[src/rtl/sync_fifo_param_if.sv]
// Handshake and status bundle between a producer/consumer pair and
// sync_fifo_param. The sticky error signals (err_clr, overflow, underflow)
// only exist when FIFO_ERR_EN is defined.
interface sync_fifo_param_if #(
    parameter int DATA_W = 8,
    parameter int CNT_W  = 5
);
    logic              wr_en;
    logic [DATA_W-1:0] buf_in;
    logic              rd_en;
    logic [DATA_W-1:0] buf_out;
    logic              buf_empty;
    logic              buf_full;
    logic              almost_empty;
    logic              almost_full;
    logic [CNT_W-1:0]  fifo_counter;
`ifdef FIFO_ERR_EN
    logic              err_clr;
    logic              overflow;
    logic              underflow;

    // Producer/consumer side
    modport master (
        output wr_en, buf_in, rd_en, err_clr,
        input  buf_out, buf_empty, buf_full, almost_empty, almost_full,
               fifo_counter, overflow, underflow
    );

    // FIFO side
    modport slave (
        input  wr_en, buf_in, rd_en, err_clr,
        output buf_out, buf_empty, buf_full, almost_empty, almost_full,
               fifo_counter, overflow, underflow
    );
`else
    // Producer/consumer side
    modport master (
        output wr_en, buf_in, rd_en,
        input  buf_out, buf_empty, buf_full, almost_empty, almost_full,
               fifo_counter
    );

    // FIFO side
    modport slave (
        input  wr_en, buf_in, rd_en,
        output buf_out, buf_empty, buf_full, almost_empty, almost_full,
               fifo_counter
    );
`endif
endinterface

[src/rtl/sync_fifo_param.sv]
// Parametrised single-clock FIFO with registered read data, programmable
// almost-full/almost-empty thresholds and read+write while full.
// Optional feature macro: FIFO_ERR_EN adds sticky overflow/underflow flags
// with an err_clr input. Reset (rst) is synchronous and active-low.
module sync_fifo_param #(
    parameter  int DATA_W   = 8,
    parameter  int DEPTH    = 16,
    parameter  int AF_LEVEL = 14,
    parameter  int AE_LEVEL = 2,
    localparam int PTR_W    = $clog2(DEPTH),
    localparam int CNT_W    = PTR_W + 1
) (
    input  logic                clk,
    input  logic                rst,
    sync_fifo_param_if.slave    bus
);

    // Storage is left unreset so it maps onto block RAM.
    logic [DATA_W-1:0] mem [DEPTH];

    logic [PTR_W-1:0]  wr_ptr_reg;
    logic [PTR_W-1:0]  rd_ptr_reg;
    logic [CNT_W-1:0]  count_reg;
    logic [DATA_W-1:0] buf_out_reg;

    logic              empty;
    logic              full;
    logic              wr_acc;
    logic              rd_acc;

    // Status decode straight from the occupancy counter.
    assign empty = (count_reg == '0);
    assign full  = (count_reg == CNT_W'(DEPTH));

    // Accept decisions. A write while full only goes through when the read in
    // the same cycle frees a slot; a read while empty is always refused, so
    // an empty FIFO with both requests takes just the write (no bypass).
    always_comb begin
        rd_acc = bus.rd_en & ~empty;
        wr_acc = bus.wr_en & (~full | bus.rd_en);
    end

    // Memory write port.
    always_ff @(posedge clk) begin
        if (wr_acc) begin
            mem[wr_ptr_reg] <= bus.buf_in;
        end
    end

    // Pointers, occupancy and registered read data; reset takes priority.
    always_ff @(posedge clk) begin
        if (!rst) begin
            wr_ptr_reg  <= '0;
            rd_ptr_reg  <= '0;
            count_reg   <= '0;
            buf_out_reg <= '0;
        end else begin
            if (wr_acc) begin
                wr_ptr_reg <= wr_ptr_reg + PTR_W'(1);
            end
            if (rd_acc) begin
                rd_ptr_reg  <= rd_ptr_reg + PTR_W'(1);
                buf_out_reg <= mem[rd_ptr_reg];
            end
            case ({wr_acc, rd_acc})
                2'b10:   count_reg <= count_reg + CNT_W'(1);
                2'b01:   count_reg <= count_reg - CNT_W'(1);
                default: count_reg <= count_reg;
            endcase
        end
    end

    assign bus.buf_out      = buf_out_reg;
    assign bus.fifo_counter = count_reg;
    assign bus.buf_empty    = empty;
    assign bus.buf_full     = full;
    assign bus.almost_empty = (count_reg <= CNT_W'(AE_LEVEL));
    assign bus.almost_full  = (count_reg >= CNT_W'(AF_LEVEL));

`ifdef FIFO_ERR_EN
    logic overflow_reg;
    logic underflow_reg;

    // Sticky error flags: a new error in the same cycle beats err_clr.
    always_ff @(posedge clk) begin
        if (!rst) begin
            overflow_reg  <= 1'b0;
            underflow_reg <= 1'b0;
        end else begin
            if (bus.wr_en & ~wr_acc) begin
                overflow_reg <= 1'b1;
            end else if (bus.err_clr) begin
                overflow_reg <= 1'b0;
            end
            if (bus.rd_en & empty) begin
                underflow_reg <= 1'b1;
            end else if (bus.err_clr) begin
                underflow_reg <= 1'b0;
            end
        end
    end

    assign bus.overflow  = overflow_reg;
    assign bus.underflow = underflow_reg;
`endif

endmodule

[src/flat_wrapper.sv]
// flat-port wrapper written by rule: the top's interface ports become plain ports
module sync_fifo_param_flat 
#(
    parameter  int DATA_W   = 8,
    parameter  int DEPTH    = 16,
    parameter  int AF_LEVEL = 14,
    parameter  int AE_LEVEL = 2,
    localparam int PTR_W    = $clog2(DEPTH),
    localparam int CNT_W    = PTR_W + 1
)
  (clk, rst, bus_wr_en, bus_buf_in, bus_rd_en, bus_buf_out, bus_buf_empty, bus_buf_full, bus_almost_empty, bus_almost_full, bus_fifo_counter);
  sync_fifo_param_if #(.DATA_W(DATA_W), .CNT_W(($clog2(DEPTH) + 1))) bus_i ();
  input  logic clk;
  input  logic rst;
  input wire logic [$bits(bus_i.wr_en)-1:0] bus_wr_en;
  input wire logic [$bits(bus_i.buf_in)-1:0] bus_buf_in;
  input wire logic [$bits(bus_i.rd_en)-1:0] bus_rd_en;
  output wire logic [$bits(bus_i.buf_out)-1:0] bus_buf_out;
  output wire logic [$bits(bus_i.buf_empty)-1:0] bus_buf_empty;
  output wire logic [$bits(bus_i.buf_full)-1:0] bus_buf_full;
  output wire logic [$bits(bus_i.almost_empty)-1:0] bus_almost_empty;
  output wire logic [$bits(bus_i.almost_full)-1:0] bus_almost_full;
  output wire logic [$bits(bus_i.fifo_counter)-1:0] bus_fifo_counter;
  assign bus_i.wr_en = bus_wr_en;
  assign bus_i.buf_in = bus_buf_in;
  assign bus_i.rd_en = bus_rd_en;
  assign bus_buf_out = bus_i.buf_out;
  assign bus_buf_empty = bus_i.buf_empty;
  assign bus_buf_full = bus_i.buf_full;
  assign bus_almost_empty = bus_i.almost_empty;
  assign bus_almost_full = bus_i.almost_full;
  assign bus_fifo_counter = bus_i.fifo_counter;
  sync_fifo_param #(.DATA_W(DATA_W), .DEPTH(DEPTH), .AF_LEVEL(AF_LEVEL), .AE_LEVEL(AE_LEVEL)) u_core (.clk(clk), .rst(rst), .bus(bus_i));
endmodule
[config.mk]
export PLATFORM = sky130hd
export DESIGN_NAME = sync_fifo_param_flat
export DESIGN_NICKNAME = d
export VERILOG_FILES = /design/src/rtl/sync_fifo_param_if.sv /design/src/rtl/sync_fifo_param.sv /design/src/flat_wrapper.sv
export SDC_FILE = /design/constraint.sdc
export NUM_CORES = 1
export LEC_CHECK = 0
export BUFFER_PORTS_ARGS = -buffer_cell sky130_fd_sc_hd__buf_2
export CAP_MARGIN = 20
export CORE_ASPECT_RATIO = 1.5
export CORE_UTILIZATION = 55
export DETAILED_ROUTE_END_ITERATION = 6
export PLACE_DENSITY = 0.75
export SLEW_MARGIN = 10
export SYNTH_ARGS = -nofsm -noshare
export SYNTH_HDL_FRONTEND = slang
export SYNTH_SLANG_ARGS = --single-unit
[constraint.sdc]
create_clock -name clk -period 3 [get_ports clk]
set_input_delay 0.3 -clock clk [delete_from_list [all_inputs] [get_ports clk]]
set_output_delay 0.3 -clock clk [all_outputs]
set_load 0.02 [all_outputs]
# After elaboration in Yosys (flattened, before gate mapping)
# Memory sizes are Yosys's and may differ from the RTL's. A register that Yosys moved wholly into a read port is not among the register bits.
# Index checks and enable logic that the tools add are counted.
word_totals:
  out_inout_bits: 17
  reg_bits: 13
  wordCells: 24
  mem_bits_rw: 128
  mem_count: 1
  in_bits: 12
op_classes:
  order_cmp: 2
  eq_ne: 3
  addsub: 4
  n_mux: 3
  n_bitwise: 5
  n_reduce_logical: 3
mem_list:
  columns: ["memory", "depth", "width", "rd", "rd_clocked_by_memory_dff", "wr", "line_no", "source"]
  rows:
  - ["u_core.mem", 16, 8, 1, 1, 1, "sync_fifo_param.sv:19", "logic [DATA_W-1:0] mem [DEPTH];"]
op_table:
  columns: ["cell", "count"]
  rows:
  - ["5-bit case mux with 2 select lines", 1]
  - ["4-bit by 1-bit adder with 4-bit output (second input constant)", 2]
  - ["5-bit by 1-bit adder with 5-bit output (second input constant)", 1]
  - ["5-bit == test (second input constant)", 1]
  - ["5-bit by 4-bit >= comparator with 1-bit output (second input constant)", 1]
  - ["5-bit by 2-bit less-or-equal comparator with 1-bit output (second input constant)", 1]
  - ["5-bit logical NOT", 1]
  - ["5-bit by 1-bit subtractor with 5-bit output (second input constant)", 1]
  - ["1-bit bitwise AND", 2]
  - ["2-bit by 1-bit == test with 1-bit output (second input constant)", 1]
  - ["2-bit == test (second input constant)", 1]
  - ["1-bit two-way mux", 2]
  - ["1-bit inverter", 2]
  - ["2-bit nonzero test", 1]
  - ["1-bit logical NOT", 1]
  - ["1-bit OR", 1]

# Longest topological paths before layout
# Gate-level depths: netlist of the first run.
depth:
  depth_word: 6
  ltp_mapped: 12
  mapped_depth_nobuf: 11

# Worst setup path before layout of the first run
# Ideal clock, no wire load.
synth_path:
  path_type: "reg-to-reg"
  startpoint: "register u_core.count_reg[0] (netlist: u_core.bus.fifo_counter[0])"
  endpoint: "register u_core.count_reg[4] (netlist: u_core.bus.fifo_counter[4])"
  path_slack_ns: -0.029
  required_time_ns: 2.882
  path_buffers: 1
  arrival_time_ns: 2.911
  stages_incl_launch_ff: 13
  cell_sequence: "dfxtp_1 or4_4 o31a_1 buf_6 inv_1 ha_1 inv_1 fa_1 nor2b_1 o21ai_0 nand3_1 or3b_2 mux2i_1"
synth_between:
  elab_chain_cells: 6
  word_cells_on_any_way: 13
  cone_classes: "2 x add/sub; 3 x eq/ne; 1 x mux; 5 x bitwise; 2 x reduce/logical"
synth_rtl:
  columns: ["item", "line_no", "source"]
  rows:
  - ["start: declaration", "sync_fifo_param.sv:23", "logic [CNT_W-1:0] count_reg;"]
  - ["start signal: assignment", "sync_fifo_param.sv:66", "2'b10: count_reg <= count_reg + CNT_W'(1);"]
  - ["start signal: assignment", "sync_fifo_param.sv:67", "2'b01: count_reg <= count_reg - CNT_W'(1);"]
  - ["start signal: assignment", "sync_fifo_param.sv:68", "default: count_reg <= count_reg;"]
  - ["5-bit == test", "sync_fifo_param.sv:33", "assign full = (count_reg == CNT_W'(DEPTH));"]
  - ["1-bit inverter", "sync_fifo_param.sv:40", "wr_acc = bus.wr_en & (~full | bus.rd_en);"]
  - ["1-bit OR", "sync_fifo_param.sv:40", null]
  - ["1-bit bitwise AND", "sync_fifo_param.sv:40", null]
  - ["2-bit by 1-bit == test with 1-bit output / 2-bit == test (equally long branches)", "sync_fifo_param.sv:65", "case ({wr_acc, rd_acc})"]
  - ["5-bit case mux with 2 select lines / 2-bit nonzero test (equally long branches)", null, null]
# Parallel ways exist; a longest one is shown, timed or not.
# A chain may end at the register's enable or synchronous reset.

# Worst setup path after layout of the first run
# Ends and elaborated chain as after synthesis.

==> results.json, run 1 <==
{
  "grt_pass1_vias": 3176,
  "drcViolationCount": 0,
  "hold_depth": 1,
  "p_comb_share_pct": 18.5,
  "syn2layout_area_growth_pct": 15.7,
  "fillerInstances": 745,
  "max_freq_ghz": 0.350,
  "start_util_pct": 56.3,
  "swShare_pct": 27.3,
  "skew_ps": 10.3,
  "cpMaxStageDelayCell": "or4_4",
  "required_ps": 3300,
  "ys_warn_count": 0,
  "synth-async-reset-ratio_pct": 0,
  "crit_path_frequent_cell": "inv_1",
  "yosysTopAreaCell": "edfxtp_1",
  "nets": 425,
  "fin_crit_sh_pct": 95.2,
  "crit_family": "simple AND/OR/NAND/NOR gates",
  "pwr-share-seq_pct": 43.2,
  "holdWs_ps": 294,
  "max-cap-violations": 0,
  "cts_buffers": 17,
  "finalHoldViolations": 0,
  "synth_edf_count": 128,
  "cts_resized": 0,
  "ys_seq_area_share_pct": 71.5,
  "hold_path_class": "in2reg",
  "worst_ep_arrival_time_ps": 3160,
  "critPathMaxFanout": 4,
  "end_kind": "register",
  "yosysMostFrequentCell": "edfxtp_1",
  "regArea_um2": 4270,
  "track_usage_pct": 22.3,
  "diodes": 0,
  "min_period_ps": 2860,
  "setup_viol": 0,
  "ys_seq_elements": 149,
  "antenna_found_initial": 0,
  "wl_per_cell_um": 20.4,
  "dp_hpwl_mm": 7.34,
  "drt-initial-drc-count": 225,
  "clk_latency_ps": 420,
  "yosys-top-cells-area": "edfxtp_1 (64%), dfxtp_1 (7.0%), mux4_2 (6.0%)",
  "multi_input_area_um2": 1580,
  "numClockSinks": 149,
  "numPortBuffers": 28,
  "synth.top_cell.area_share_pct": 64.5,
  "grt_max_degree": 30,
  "gp_congestion": 0.740,
  "rsz0062_at_grt": "false",
  "power.switching_mw": 1.54,
  "core_um2": 10600,
  "status": "completed",
  "grt_first_pass_wirelength_mm": 17.4,
  "fin_setup_tns_ps": 0,
  "dominantRegCellSynth": "edfxtp_1",
  "postCtsHoldBufs": 0,
  "power.internal_mw": 4.12,
  "cp.depth": 11,
  "critPathMaxStageDelay_ps": 550,
  "path_clk_slew_ps": 60,
  "layout-drive-gt1-share_pct": 23.6,
  "power-per-cell-area_nw_per_um2": 820,
  "slew-limit-headroom_pct": 45.5,
  "routed_wl_mm": 11.4,
  "rows": 46,
  "dr.pass1.iters": 4,
  "clkPwrFrac_pct": 38.3,
  "cts_tree": "built",
  "syn_inst": 365,
  "die_y_um": 130,
  "worstPathCellList": "or4_4 > o31a_1 > inv_1 > ha_2 > inv_1 > fa_2 > nor2b_1 > o21ai_1 > nand3_1 > or3b_2 > mux2i_1",
  "r2r_cells": 11,
  "criticalPathCategory": "reg2reg",
  "peakVddDrop_uv": 425,
  "cp-start-kind": "register",
  "synth_fp_nets": 387,
  "ant_nets": 0,
  "num_vias": 3217,
  "synth_area_per_cell_um2": 16.3,
  "cts-root-buf": "clkbuf_16",
  "path_buf_inv": 2,
  "yosys-top-cells-count": "edfxtp_1 (128), mux2i_1 (34), nor2_1 (24), dfxtp_1 (21)",
  "synth_cell_types": 37,
  "die_x_um": 87.0,
  "dieArea_um2": 11300,
  "synth_area_um2": 5960,
  "cts_max_level": 4,
  "largest_register_ffs": 128,
  "vias_per_cell": 5.74,
  "worstMarginPinSlew_ps": 815,
  "slew_violations": 0,
  "grt-ovfl-total": 0,
  "postCtsSetupBuffers": 0,
  "clockBufferDepth": 2,
  "io_pins": 29,
  "leakagePower_nw": 2.30
}
-- power by group through the flow --
stage	logic (mW)	registers [mW]	clock network, mW
2_1_floorplan	0.603	2.59	0
3_3_place_gp	1.02	2.48	0
3_5_place_dp	1.04	2.49	0
4_1_cts	1.05	2.45	2.19
5_1_grt	1.15	2.46	2.26
6_report	1.04	2.45	2.17
-- layout make-up --
| cell class | count | area share (%) |
|---|---|---|
| Sequential cell | 149 | 61.8 |
| Multi-Input combinational cell | 187 | 22.8 |
| Clock buffer | 17 | 6.16 |
| Timing Repair Buffer | 40 | 3.34 |
| Clock inverter | 15 | 2.77 |
| Tap cell | 144 | 2.61 |
| Inverter | 8 | 0.435 |
-- logic make-up after synthesis --
group / synth area share [%]
buf+inv: 2.14
xor+xnor: 1.32
fa+ha+maj: 2.22
compound gates: 5.35
simple gates: 5.71
mux: 11.8
flops: 71.5
-- worst paths after layout --
check	slack, ps	start	end
min reg2reg	540	u_core.bus.fifo_counter[4]	u_core.bus.fifo_counter[4]
max reg2reg	140	u_core.bus.fifo_counter[0]	u_core.bus.fifo_counter[4]
max	140	u_core.bus.fifo_counter[0]	u_core.bus.fifo_counter[4]
min	290	bus_buf_in[0]	u_core.mem[2][0]
-- stage by stage --
stage / total power, mW / worst slack [ps] / util (%) / std cells / instance area [um2]
floorplan: 3.19 / 28.8 / - / 365 / 5970
global placement: 3.51 / 132 / 59.2 / 527 / 6270
detailed placement: 3.53 / 64.8 / 59.3 / 528 / 6280
CTS: 5.68 / 50.8 / 65.1 / 560 / 6900
global route: 5.87 / 37.2 / 65.2 / 560 / 6900
finish: 5.66 / 144 / 65.2 / 560 / 6900
-- layer usage --
layer  vias up  track usage [%]  part of all wire, %
met5         -                0                    0
met3        18             5.54                  4.1
met2        97             37.4                   53
met4         0             12.5                  3.6
met1      1611             26.2                   39
li1       1491                -                    -
-- layout by cell type (no fill, tap or decap), types with 4 or more instances in the layout --
| cell | instances |
|---|---|
| and2_1 | 10 |
| inv_1 | 8 |
| ha_1 | 8 |
| a31oi_1 | 8 |
| edfxtp_1 | 128 |
| o22ai_1 | 16 |
| nand2_1 | 12 |
| xnor2_1 | 6 |
| clkbuf_16 | 17 |
| dfxtp_1 | 18 |
| nor3_1 | 4 |
| mux2i_1 | 34 |
| inv_6 | 5 |
| mux4_2 | 16 |
| a22oi_1 | 8 |
| o21ai_0 | 11 |
| buf_2 | 28 |
| buf_4 | 12 |
| nor2_1 | 24 |
| nor2b_1 | 5 |
Power figures use the tool's default switching activity.
==> inputs of run 2 (changes only) <==
==> constraint.sdc (replaced) <==
create_clock -name clk -period 3 [get_ports clk]
set_input_delay 0.15 -clock clk [delete_from_list [all_inputs] [get_ports clk]]
set_output_delay 0.15 -clock clk [all_outputs]
set_load 0.02 [all_outputs]
==> run 2 against run 1 <==
  * Sequential cell count unchanged
  * First-iteration DRC count decreased by 3.1%
  * Critical path depth unchanged
  * Register-to-register slack about the same
  * Routed wire length decreased by 0.18%
  * Via count increased by 0.16%
  * Count of clock-buffer cells in the layout unchanged
  * Final cell count increased by 0.18%
  * Combinational power about the same
  * Sequential share of layout area increased by 0.35 points
  * Largest cell class unchanged
==> results.json, run 2 (same netlist as run 1, synthesis figures left out) <==
{
  "power.internal_mw": 3.95,
  "fin_crit_sh_pct": 95.6,
  "worstHoldEndpoint": "u_core.mem[1][2]",
  "postCtsHoldBufs": 0,
  "power-per-cell-area_nw_per_um2": 801,
  "numPortBuffers": 28,
  "grt_pass1_vias": 3175,
  "die_x_um": 87.0,
  "cts_max_level": 4,
  "met1_usage_pct": 25.6,
  "min_period_ps": 2870,
  "slew-limit-headroom_pct": 44.9,
  "critPathMaxFanout": 4,
  "pwr-share-seq_pct": 44.5,
  "track_usage_pct": 22.1,
  "grt_max_degree": 25,
  "layout_common_cells": "edfxtp_1 (128), mux2i_1 (34), buf_2 (28), nor2_1 (24), dfxtp_1 (18)",
  "worstMarginPinSlew_ps": 823,
  "path_clk_slew_ps": 60,
  "worst_ep_arrival_time_ps": 3170,
  "rsz0062_at_grt": "false",
  "core_um2": 10600,
  "syn2layout_area_growth_pct": 15.1,
  "gp_congestion": 0.769,
  "grt-ovfl-total": 0,
  "power.switching_mw": 1.55,
  "p_comb_share_pct": 19.3,
  "io_pins": 29,
  "vias_per_cell": 5.74,
  "clkPwrFrac_pct": 36.3,
  "rr_endpoint": "u_core.bus.fifo_counter[4]",
  "swShare_pct": 28.2,
  "slew_violations": 0,
  "rows": 46,
  "cts_tree": "built",
  "holdWs_ps": 142,
  "worstPathCellList": "or4_4 > o31a_1 > inv_1 > ha_2 > inv_1 > fa_2 > nor2b_1 > o21ai_0 > nand3_1 > or3b_2 > mux2i_1",
  "cpMaxStageDelayCell": "or4_4",
  "largest_register_ffs": 128,
  "numClockSinks": 149,
  "peakVddDrop_uv": 434,
  "die_y_um": 130,
  "dieArea_um2": 11300,
  "cts_buffers": 17,
  "end_kind": "register",
  "use_met2_pct": 38.0,
  "globalRoute.busiestLayer": "met2",
  "routed_wl_mm": 11.4,
  "cp-start-kind": "register",
  "antenna_found_initial": 0,
  "fin_setup_tns_ps": 0,
  "dp_hpwl_mm": 7.46,
  "drcViolationCount": 0,
  "critPathMaxStageDelay_ps": 550,
  "r2r_cells": 11,
  "status": "completed",
  "criticalPathCategory": "reg2reg",
  "diodes": 0,
  "timing.rr.start": "u_core.bus.fifo_counter[0]",
  "finalHoldViolations": 0,
  "clk_latency_ps": 410,
  "dp.cells": 529,
  "path_buf_inv": 2,
  "setup_viol": 0,
  "rrSetupSlack_ps": 130,
  "nets": 426,
  "grt_first_pass_wirelength_mm": 17.1,
  "final_common_cell": "edfxtp_1",
  "post-route-util_pct": 64.8,
  "wl_per_cell_um": 20.3,
  "clockBufferDepth": 2,
  "max_freq_ghz": 0.349,
  "min_from": "bus_buf_in[2]",
  "dr.pass1.iters": 5,
  "max-cap-violations": 0,
  "hold_path_class": "in2reg",
  "crit_family": "simple AND/OR/NAND/NOR gates",
  "drt-initial-drc-count": 218,
  "fin_total_pwr_mw": 5.50,
  "fillerInstances": 762,
  "layout-drive-gt1-share_pct": 23.7,
  "use_met3_pct": 6.69,
  "ant_nets": 0,
  "crit_path_frequent_cell": "inv_1",
  "leakagePower_nw": 2.27,
  "cts-root-buf": "clkbuf_16",
  "hold_depth": 1,
  "required_ps": 3300,
  "start_util_pct": 56.3,
  "skew_ps": 6.37,
  "num_vias": 3222,
  "fin_cells": 561
}
[run 2: cell types whose count changed in the layout (fill, tap and decap cells not counted), sizes merged]
cell / change
inv: +1
bufinv: -2
buf: +1
clkinv: -2
clkinvlp: +3
[run 2: routing by layer]
layer | vias to the layer above | routed length [um]
met1 | 1584 | 4330
met2 | 130 | 6230
met5 | - | 0
met3 | 15 | 624
met4 | 0 | 227
li1 | 1493 | -
[run 2: worst max path at each step]
stage,startpoint,depth (start not counted),end
floorplan,u_core.bus.fifo_counter[0],12,u_core.bus.fifo_counter[4]
global placement,u_core.bus.fifo_counter[0],11,u_core.bus.fifo_counter[4]
detailed placement,u_core.bus.fifo_counter[0],11,u_core.bus.fifo_counter[4]
CTS,u_core.bus.fifo_counter[0],11,u_core.bus.fifo_counter[4]
global route,u_core.bus.fifo_counter[0],11,u_core.bus.fifo_counter[4]
finish,u_core.bus.fifo_counter[0],11,u_core.bus.fifo_counter[4]
[run 2: power by group through the flow]
stage	clock [mW]	combinational [mW]	sequential, mW
2_1_floorplan	0	0.603	2.59
4_1_cts	2.01	1.06	2.44
5_1_grt	2.11	1.15	2.46
3_5_place_dp	0	1.05	2.49
3_3_place_gp	0	1.03	2.48
6_report	2.00	1.06	2.45
[run 2: repair_timing]
| item | 4_1_cts | 5_1_grt |
|---|---|---|
| resized for setup | 0 | 2 |
| setup endpoints to repair | 0 | 1 |
| hold endpoints to repair | 0 | 0 |
| buffers inserted | 0 | 0 |
[run 2: stage by stage]
| step | setup WS [ps] | cell area, um2 |
|---|---|---|
| floorplan | 28.8 | 5970 |
| global placement | 145 | 6280 |
| detailed placement | 59.6 | 6290 |
| CTS | 49.0 | 6860 |
| global route | 28.1 | 6860 |
| finish | 132 | 6860 |
[run 2: layout make-up]
class / count / area, um2 / area share, %
clock buffers: 17 / 425 / 6.20
multi-input cells: 187 / 1580 / 23.0
clock inverters: 15 / 145 / 2.11
flip-flops and latches: 149 / 4270 / 62.2
inverters: 8 / 30.0 / 0.438
well taps: 144 / 180 / 2.63
repair buffers: 41 / 238 / 3.46
==> inputs of run 3 (changes only) <==
--- a/config.mk
+++ b/config.mk
@@ -11,6 +11,7 @@
 export CORE_UTILIZATION = 55
 export DETAILED_ROUTE_END_ITERATION = 6
 export PLACE_DENSITY = 0.75
+export RECOVER_POWER = 100
 export SLEW_MARGIN = 10
 export SYNTH_ARGS = -nofsm -noshare
 export SYNTH_HDL_FRONTEND = slang
==> run 3 against run 2 <==
  * Critical path depth is the same
  * Sequential power about the same
  * Count of clock-buffer cells in the layout did not move
  * Global-route usage did not move
  * Register-to-register slack barely moved
  * Non-clock buffer count unchanged
  * Sequential cell count unchanged
  * Critical path type unchanged
  * Critical endpoint unchanged
  * Largest power group unchanged
  * Highest routed layer unchanged
==> results.json, run 3 (same netlist as run 1, synthesis figures left out) <==
{
  "grt_max_degree": 25,
  "postCtsHoldBufs": 0,
  "final_common_cell": "edfxtp_1",
  "worst_ep_arrival_time_ps": 3170,
  "clkPwrFrac_pct": 36.5,
  "clk_latency_ps": 420,
  "wl_met2_mm": 6.17,
  "hold_path_class": "in2reg",
  "grt-ovfl-total": 0,
  "power.internal_mw": 3.90,
  "dr.pass1.iters": 4,
  "dp_slack_ps": 59.6,
  "diodes": 0,
  "drt-initial-drc-count": 222,
  "setup_viol": 0,
  "vias_per_cell": 5.70,
  "core_um2": 10600,
  "wirelength_met1_mm": 4.42,
  "p_comb_share_pct": 18.6,
  "cts-root-buf": "clkbuf_16",
  "max_freq_ghz": 0.350,
  "cts_max_level": 4,
  "grt_first_pass_wirelength_mm": 17.1,
  "wl_met3_um": 632,
  "dieArea_um2": 11300,
  "regArea_um2": 4270,
  "power-per-cell-area_nw_per_um2": 803,
  "drcViolationCount": 0,
  "slew_violations": 0,
  "slew-limit-headroom_pct": 44.7,
  "r2r_cells": 11,
  "rrSetupSlack_ps": 140,
  "gp_congestion": 0.769,
  "fin_setup_tns_ps": 0,
  "multi_input_area_um2": 1570,
  "wl_per_cell_um": 20.4,
  "nets": 426,
  "required_ps": 3310,
  "power.switching_mw": 1.55,
  "finalHoldViolations": 0,
  "fin_crit_sh_pct": 95.2,
  "fillerInstances": 783,
  "worstMarginPinSlew_ps": 830,
  "grt_pass1_vias": 3175,
  "timing.rr.start": "u_core.bus.fifo_counter[0]",
  "leakagePower_nw": 2.14,
  "ant_nets": 0,
  "worstHoldEndpoint": "u_core.bus.buf_out[5]",
  "min_period_ps": 2860,
  "path_clk_slew_ps": 60,
  "clockBufferDepth": 2,
  "rr_endpoint": "u_core.bus.fifo_counter[4]",
  "numPortBuffers": 28,
  "rows": 46,
  "min_from": "rst",
  "peakVddDrop_uv": 434,
  "hold_depth": 3,
  "critPathMaxFanout": 4,
  "postCtsSetupBuffers": 0,
  "die_y_um": 130,
  "setup_ws_ps": 144,
  "criticalPathCategory": "reg2reg",
  "skew_ps": 8.95,
  "routed.top_layer": "met4",
  "layout-drive-gt1-share_pct": 15.6,
  "numClockSinks": 149,
  "io_pins": 29,
  "cp-start-kind": "register",
  "max-cap-violations": 0,
  "layout_common_cells": "edfxtp_1 (128), mux2i_1 (34), clkbuf_1 (32), nor2_1 (24), dfxtp_1 (19)",
  "dp_hpwl_mm": 7.46,
  "cts_tree": "built",
  "num_vias": 3196,
  "start_util_pct": 56.3,
  "largest_register_ffs": 128,
  "swShare_pct": 28.5,
  "end_kind": "register",
  "rsz0062_at_grt": "false",
  "antenna_found_initial": 0,
  "cts_buffers": 17,
  "track_usage_pct": 22.1,
  "status": "completed",
  "routed_wl_mm": 11.4,
  "pwr-share-seq_pct": 44.9,
  "syn2layout_area_growth_pct": 14.0,
  "die_x_um": 87.0
}
==> run 3: cell count changes in the layout (fill, tap and decap cells not counted), sizes merged <==
cell / change
clkbuf: +32
buf: -32
==> run 3: timing repair <==
| item | 4_1_cts | 5_1_grt |
|---|---|---|
| resized for setup | 0 | 2 |
| endpoints found under the hold margin | 0 | 0 |
| endpoints found under the setup margin | 0 | 1 |
==> run 3: power by group through the flow <==
| stage | logic [mW] | clock network, mW | registers [mW] |
|---|---|---|---|
| global placement | 1.03 | 0 | 2.48 |
| detailed placement | 1.05 | 0 | 2.49 |
| CTS | 1.06 | 2.01 | 2.44 |
| global route | 1.10 | 2.11 | 2.46 |
| finish | 1.01 | 1.99 | 2.45 |
| floorplan | 0.603 | 0 | 2.59 |
==> run 3: routing by layer <==
metal / GRT usage [%] / up-vias
li1: - / 1493
met1: 25.6 / 1575
met2: 38.0 / 114
met3: 6.69 / 14
met4: 9.12 / 0
met5: 0 / -
==> run 3: how the worst max path moves through the flow <==
stage / from / end / slack [ps] / cells past startpoint
finish: u_core.bus.fifo_counter[0] / u_core.bus.fifo_counter[4] / 140 / 11
global route: u_core.bus.fifo_counter[0] / u_core.bus.fifo_counter[4] / 40 / 11
global placement: u_core.bus.fifo_counter[0] / u_core.bus.fifo_counter[4] / 150 / 11
floorplan: u_core.bus.fifo_counter[0] / u_core.bus.fifo_counter[4] / 30 / 12
CTS: u_core.bus.fifo_counter[0] / u_core.bus.fifo_counter[4] / 50 / 11
detailed placement: u_core.bus.fifo_counter[0] / u_core.bus.fifo_counter[4] / 60 / 11
==> run 3: final cells by class <==
cell class	instances	area share, %
timing repair buffer	41	2.65
sequential	149	62.8
tap	144	2.65
multi-input combinational	187	23.1
inverter	8	0.442
clock inverter	15	2.14
clock buffer	17	6.26
==> run 3: worst max-delay path, cell delays in order (launching register included) <==
cell	delay (ps)
dfxtp_1	310
or4_4	550
o31a_1	270
inv_1	60
ha_2	210
inv_1	90
fa_2	360
nor2b_1	110
o21ai_0	110
nand3_1	100
or3b_2	450
mux2i_1	130
==> run 3: per-stage QoR <==
stage / instances / cell area [um2] / util (%) / hold slack, ps / total power [mW]
after floorplan: 365 / 5970 / - / 249 / 3.19
after global placement: 528 / 6280 / 59.3 / 520 / 3.51
after detailed placement: 529 / 6290 / 59.4 / 526 / 3.54
after CTS: 561 / 6860 / 64.8 / 120 / 5.51
after global routing: 561 / 6800 / 64.2 / 172 / 5.67
final: 561 / 6800 / 64.2 / 167 / 5.46
